[src/rtl/mux2_arb_32b.sv]
// mux2_arb_32b
// Two-requester round-robin arbiter sharing one W-bit output channel
// between sources A and B. The granted source drives the select of a 2:1
// datapath mux. The chosen word is captured into a one-entry output
// register with a valid/ready handshake. Saturating per-source transfer
// counters are kept for debug and performance readout.
//
// Ports:
//   clk, rst_n         clock (rising edge), asynchronous active-low reset
//   a_valid/a_data     source A request and word; a_ready = A accepted
//   b_valid/b_data     source B request and word; b_ready = B accepted
//   z_valid/z_data     registered output word and its valid flag
//   z_src              registered source of z_data (0=A, 1=B)
//   z_ready            consumer accepts z_data when z_valid & z_ready
//   s                  combinational mux select for the current grant
//   cnt_a/cnt_b        saturating counts of accepted A / B words
module mux2_arb_32b #(
  parameter int W     = 32,
  parameter int CNT_W = 16
) (
  input  logic             clk,
  input  logic             rst_n,
  input  logic             a_valid,
  input  logic [W-1:0]     a_data,
  output logic             a_ready,
  input  logic             b_valid,
  input  logic [W-1:0]     b_data,
  output logic             b_ready,
  output logic             z_valid,
  output logic [W-1:0]     z_data,
  output logic             z_src,
  input  logic             z_ready,
  output logic             s,
  output logic [CNT_W-1:0] cnt_a,
  output logic [CNT_W-1:0] cnt_b
);

  typedef enum logic {
    EMPTY = 1'b0,
    FULL  = 1'b1
  } stage_state_t;

  stage_state_t state_q, state_d;

  logic last;
  logic sel;
  logic can_accept;
  logic xfer_a;
  logic xfer_b;
  logic xfer;

  // The output register can take a new word when it is empty or is being
  // drained this very cycle, which gives one word per cycle throughput.
  assign z_valid    = (state_q == FULL);
  assign can_accept = !z_valid || z_ready;

  // Round-robin grant: a lone requester always wins; under contention the
  // source that did not win the last transfer goes next. With no request
  // the select rests on the last winner so the mux does not toggle.
  always_comb begin
    sel = last;
    if (a_valid && b_valid) begin
      sel = ~last;
    end else if (a_valid) begin
      sel = 1'b0;
    end else if (b_valid) begin
      sel = 1'b1;
    end
  end

  // Ready goes only to the granted source, so both can never be high
  // together. Readies are forced low during reset because the empty stage
  // would otherwise advertise space while the registers are being cleared.
  assign s       = sel;
  assign a_ready = rst_n && can_accept && a_valid && !sel;
  assign b_ready = rst_n && can_accept && b_valid &&  sel;
  assign xfer_a  = a_valid && a_ready;
  assign xfer_b  = b_valid && b_ready;
  assign xfer    = xfer_a || xfer_b;

  // Output stage next state: a transfer always leaves the stage full (it
  // refills while draining); a drain without a refill empties it; a stall
  // keeps it full.
  always_comb begin
    state_d = state_q;
    if (xfer) begin
      state_d = FULL;
    end else if (z_ready) begin
      state_d = EMPTY;
    end
  end

  // Output stage state register.
  always_ff @(posedge clk or negedge rst_n) begin
    if (!rst_n) begin
      state_q <= EMPTY;
    end else begin
      state_q <= state_d;
    end
  end

  // Datapath capture and round-robin history. The last-winner bit only
  // moves on a real transfer, so idle and stalled cycles do not disturb
  // fairness. Resetting last to B makes A win the first contention.
  // Data and source are left untouched on drain so they hold their value.
  always_ff @(posedge clk or negedge rst_n) begin
    if (!rst_n) begin
      z_data <= '0;
      z_src  <= 1'b0;
      last   <= 1'b1;
    end else if (xfer) begin
      z_data <= sel ? b_data : a_data;
      z_src  <= sel;
      last   <= sel;
    end
  end

  // Per-source transfer counters that stick at all-ones instead of
  // wrapping, so a long run never reads back as a small number.
  always_ff @(posedge clk or negedge rst_n) begin
    if (!rst_n) begin
      cnt_a <= '0;
      cnt_b <= '0;
    end else begin
      if (xfer_a && (cnt_a != {CNT_W{1'b1}})) begin
        cnt_a <= cnt_a + CNT_W'(1);
      end
      if (xfer_b && (cnt_b != {CNT_W{1'b1}})) begin
        cnt_b <= cnt_b + CNT_W'(1);
      end
    end
  end

endmodule

[config.mk]
export PLATFORM = sky130hd
export DESIGN_NAME = mux2_arb_32b
export DESIGN_NICKNAME = d
export VERILOG_FILES = /design/src/rtl/mux2_arb_32b.sv
export SDC_FILE = /design/constraint.sdc
export NUM_CORES = 1
export LEC_CHECK = 0
export ABC_AREA = 0
export CAP_MARGIN = 5
export CORE_UTILIZATION = 43
export DETAILED_ROUTE_END_ITERATION = 10
export PLACE_DENSITY = 0.77
export SLEW_MARGIN = 20
export SYNTH_ARGS = -nofsm -noshare
export SYNTH_HDL_FRONTEND = slang
export SYNTH_SLANG_ARGS = --single-unit
[constraint.sdc]
create_clock -name clk -period 2.12 [get_ports clk]
set_clock_uncertainty 0.15 [all_clocks]
set_input_delay 0.424 -clock clk [delete_from_list [all_inputs] [get_ports clk]]
set_output_delay 0.424 -clock clk [all_outputs]
set_load 0.005 [all_outputs]
; ---- Word-level counts from Yosys, hierarchy flattened
; Cells that the tools add are included.
[classes]
n_mux = 6
reduce_logical = 15
n_eq_ne = 2
bitwise = 1
n_addsub = 2
[ops]
columns = operator, count
row1 = $add 16x1->16 const B, 2
row2 = $mux 32, 1
row3 = $ne 16x16->1 const B, 2
row4 = $logic_and 1x1->1, 10
row5 = $mux 1, 5
row6 = $logic_not 1->1, 2
row7 = $logic_or 1x1->1, 2
row8 = $reduce_bool 2->1, 1
row9 = $not 1->1, 1
[word_totals]
register_bits = 67
elab_cells = 32
output_inout_bits = 69

; ---- Longest topological paths before layout
[logic_depth]
ltp_word = 8
ltp_mapped = 6
depth_no_buf = 6

; ---- Least setup slack after synthesis
; Ideal clock, no wire load.
[synth_path]
path_kind = register to register
start = reg cnt_b[0]
end = reg cnt_b[9]
path_stages_with_launch = 7
period_less_slack_ns = 1.740
required_time_ns = 1.891
arrival_ns = 1.511
setup_slack_ns = 0.380
cell_sequence = dfrtp_1 ha_1 nand4_1 nor4_4 nor4_2 and3_1 xor2_1
[synth_between]
elab_chain_cells = 2
[synth_rtl]
columns = item, line_no
row1 = "start, declared", 35  ; output logic [CNT_W-1:0] cnt_b
row2 = "start signal, assigned", 129  ; cnt_b <= cnt_b + CNT_W'(1);
row3 = branches (longest 2 deep; another with $add 16x1->16), -
; Parallel ways; which one is timed is not known.
; A chain may end at the register's enable or synchronous reset.

; ---- Worst setup path after layout
[layout_path]
start = in z_ready
end = reg cnt_a[14]
[layout_between]
elab_chain_cells = 6
[layout_rtl]
columns = item, line_no
row1 = "start, declared", 32  ; input logic z_ready,
row2 = $logic_or 1x1->1, 55  ; assign can_accept = !z_valid || z_ready;
row3 = $logic_and 1x1->1 (3 in series), 75  ; assign a_ready = rst_n && can_accept && a_valid && !sel;
row4 = $logic_and 1x1->1, 77  ; assign xfer_a = a_valid && a_ready;
row5 = $logic_and 1x1->1, 125  ; if (xfer_a && (cnt_a != {CNT_W{1'b1}})) begin
row6 = "end signal, assigned", 126  ; cnt_a <= cnt_a + CNT_W'(1);
row7 = "end, declared", 34  ; output logic [CNT_W-1:0] cnt_a,
; No other way between the ends.

==> qor.yml <==
timing:
  period_share: 0.973
  clock.fmax_mhz: 485
  setup_ws_ns: 0.0568
  period_minus_slack_ns: 2.06
  worst_pin_slew_ns: 0.564
  setup_viol: 0
  slew_viol_final: 0
  relSlewSlack: 0.624
  rsz0062_at_grt: "false"
  hold_viol: 0
global_route:
  antenna_found_initial: 0
  globalRouteMet3Util: 0.0466
  grt.busiest_layer: "met2"
  grt_usage: 0.216
  grt_use_met1: 0.259
  grt-ovfl-total: 0
  grt_pass1_wl_um: 12800
  grt_max_degree: 52
  use_met2: 0.374
  first_global_vias: 2640
logic_synthesis:
  postSynth.asyncResetShare: 1.00
  synth_nets: 367
  ys_types: 42
  syn_area_per_cell_sq_um: 10.9
  yosys_most_used_dff: "dfrtp_1"
  ys_seq_area_frac: 0.521
  synth_top_family_by_area: "simple AND/OR/NAND/NOR gates"
  yosysWarnings: 0
  synth_compound_area_frac: 0.0774
  synthMuxAreaShare: 0.121
  synth_edf_count: 0
  synth-simple-area-share: 0.186
  synth_fa_ha_area_frac: 0.00778
  ys_ff_latch: 67
  synth_area_sq_mm: 0.00322
  synthCells: 296
  synth_xor_xnor_area_share: 0.0626
power_and_ir_drop:
  power_frac_comb: 0.299
  p_leak_nw: 2.29
  power_density_mw_per_mm2: 799
  ir_drop_v: 0.000482
  p_sw_mw: 1.11
  p_seq_frac: 0.428
  swShare: 0.274
  p_int_mw: 2.95
  power.total_mw: 4.06
  clkPwrFrac: 0.273
critical_path:
  cp_slowest_cell: "clkdlybuf4s50_1"
  worstSetupPathType: "in2reg"
  crit_required_ns: 2.19
  rr_worst_depth: 7
  endpoint_kind: "flip-flop"
  cp_data_arrival_time_ns: 2.13
  r2r_start: "cnt_b[0]"
  start_kind: "input pin"
  timing.rr.end: "cnt_b[9]"
  ff2ff_setup_slack_ns: 0.16
  critPathMaxStageDelay_ns: 0.46
  cp_cell_sequence: "clkdlybuf4s50_1 > nand2b_4 > buf_6 > o2111ai_4 > buf_4 > nor2_2 > and3_1 > mux2_1"
  critical_path_peak_fanout: 7
place:
  port_buffers: 137
  place_ws_ns: -0.284
  gp_congestion: 0.830
  dpl.hpwl_um: 6190
route:
  ant_nets: 0
  drt_wl_total_um: 7900
  drc_errors: 0
  dr.pass1.iters: 4
  via_per_inst: 4.93
  vias: 2762
  wire_per_inst_um: 14.1
  drt_iter0_drc: 92
job:
  max_cap_viol_count: 0
min_path:
  hold_path.class: "in2async"
floorplan:
  coreArea_sq_mm: 0.00725
  initial_core_util: 0.444
  die_area_sq_mm: 0.00783
  placementRows: 31
  ios: 138
  die_width_um: 88.5
  die_y_um: 88.5
outcome:
  status: "finished, final reports clean"
cells_and_area:
  layout-drive-gt1-share: 0.137
  diodes: 0
  final_nets: 528
  area_growth_pct: 57.9
clocking:
  path_clk_slew_ns: 0.07
  cts_root_buffer: "clkbuf_8"
  clockBufferDepth: 2
  insertion_delay_ns: 0.33
  htreeDepth: 3
  numCtsBuffers: 9
  cts_tree: "done"
  clock_sinks: 67
per-stage QoR:
stage          hold slack, ns  utilization  cell area [sq um]  TNS (ns)  cells
2_1_floorplan         -0.0216            -               3220         0    296
3_3_place_gp            0.308        0.667               4840     -3.21    542
3_5_place_dp            0.320        0.667               4840     -4.49    542
4_1_cts                0.0108        0.700               5070         0    560
5_1_grt                0.0381        0.700               5080         0    560
6_report               0.0198        0.700               5080         0    560
power by group through the flow:
stage | logic, mW | clock network (mW) | registers (mW)
detailed placement | 1.22 | 0 | 1.76
global placement | 1.18 | 0 | 1.75
CTS | 1.23 | 1.14 | 1.74
global route | 1.33 | 1.20 | 1.78
finish | 1.21 | 1.11 | 1.74
floorplan | 0.414 | 0 | 1.75
registers in the layout (all words and copies together) (netlist names):
name,count
cnt_a,16
cnt_b,16
last,1
z_data,32
z_src,1
z_valid,1
routing by layer:
metal,wire [um],vias up
met3,445,8
met4,111,0
li1,-,1354
met5,0,-
met1,3270,1311
met2,4070,89
cell type report:
class                           instances  area [sq um]
Clock buffer                           14           183
Clock inverter                          1          30.0
Fill cell                             584          2170
Inverter                                7          26.3
Multi-Input combinational cell        212          1480
Sequential cell                        67          1680
Tap cell                               99           124
Timing Repair Buffer                  160          1560
cells by family after synthesis:
logic type	after synthesis
AND/OR/NAND/NOR	108
flip-flops	67
AO/OA/AOI/OAI	41
multiplexers	38
XOR/XNOR	23
buffers and inverters	17
adder cells (fa/ha/maj)	2
synth_stat cells (2+ instances only):
master / instances / area share
mux2_1: 4 / 0.014
nand2b_2: 2 / 0.0054
nor3_1: 3 / 0.0047
nor4_2: 3 / 0.012
buf_2: 2 / 0.0031
buf_4: 3 / 0.0070
nor2_1: 12 / 0.014
o21ai_0: 32 / 0.050
xor2_1: 11 / 0.030
nand3_1: 11 / 0.017
mux2i_1: 32 / 0.10
nand4_1: 7 / 0.014
clkbuf_1: 5 / 0.0058
dfrtp_1: 66 / 0.51
nand2_1: 51 / 0.059
xnor2_1: 12 / 0.033
inv_2: 2 / 0.0023
nor4_1: 3 / 0.0058
and3_1: 4 / 0.0078
nor4_4: 2 / 0.013
mux2_2: 2 / 0.0070
inv_1: 5 / 0.0058
ha_1: 2 / 0.0078
nand4_4: 2 / 0.013
cell usage in the layout (no fill, tap or decap), types with 3 or more instances in the layout:
cell | netlist | routed
mux2_1 | 4 | 4
clkbuf_8 | 0 | 13
nor4_2 | 3 | 4
nand4_1 | 7 | 7
inv_2 | 2 | 3
buf_4 | 3 | 20
dlygate4sd2_1 | 0 | 4
nand2_1 | 51 | 51
inv_1 | 5 | 4
o21ai_0 | 32 | 32
dfrtp_1 | 66 | 66
and3_1 | 4 | 4
xor2_1 | 11 | 11
clkdlybuf4s50_1 | 0 | 131
nand3_1 | 11 | 11
mux2i_1 | 32 | 32
xnor2_1 | 12 | 12
nor3_1 | 3 | 3
nor2_1 | 12 | 12
worst max-delay path, delay by kind of cell:
| family | cells | cell delay, ns |
|---|---|---|
| buffers and inverters | 3 | 0.77 |
| AND/OR/NAND/NOR | 3 | 0.47 |
| multiplexers | 1 | 0.32 |
| AO/OA/AOI/OAI | 1 | 0.13 |
what timing repair did:
| action | in CTS | in global routing |
|---|---|---|
| hold buffers | 0 | 0 |
| resized for setup | 11 | 1 |
| hold endpoints to repair | 0 | 0 |
| setup buffers | 3 | 0 |
| pin swaps | 1 | 1 |
| setup endpoints to repair | 3 | 2 |
worst max path at each step:
stage,start,depth (start not counted),endpoint
2_1_floorplan,cnt_b[0],6,cnt_b[9]
3_3_place_gp,z_ready,5,a_ready
3_5_place_dp,z_ready,5,a_ready
4_1_cts,z_ready,8,cnt_a[12]
5_1_grt,z_ready,8,cnt_a[14]
6_report,z_ready,8,cnt_a[14]
No activity file was read; power rests on OpenSTA's default activity.
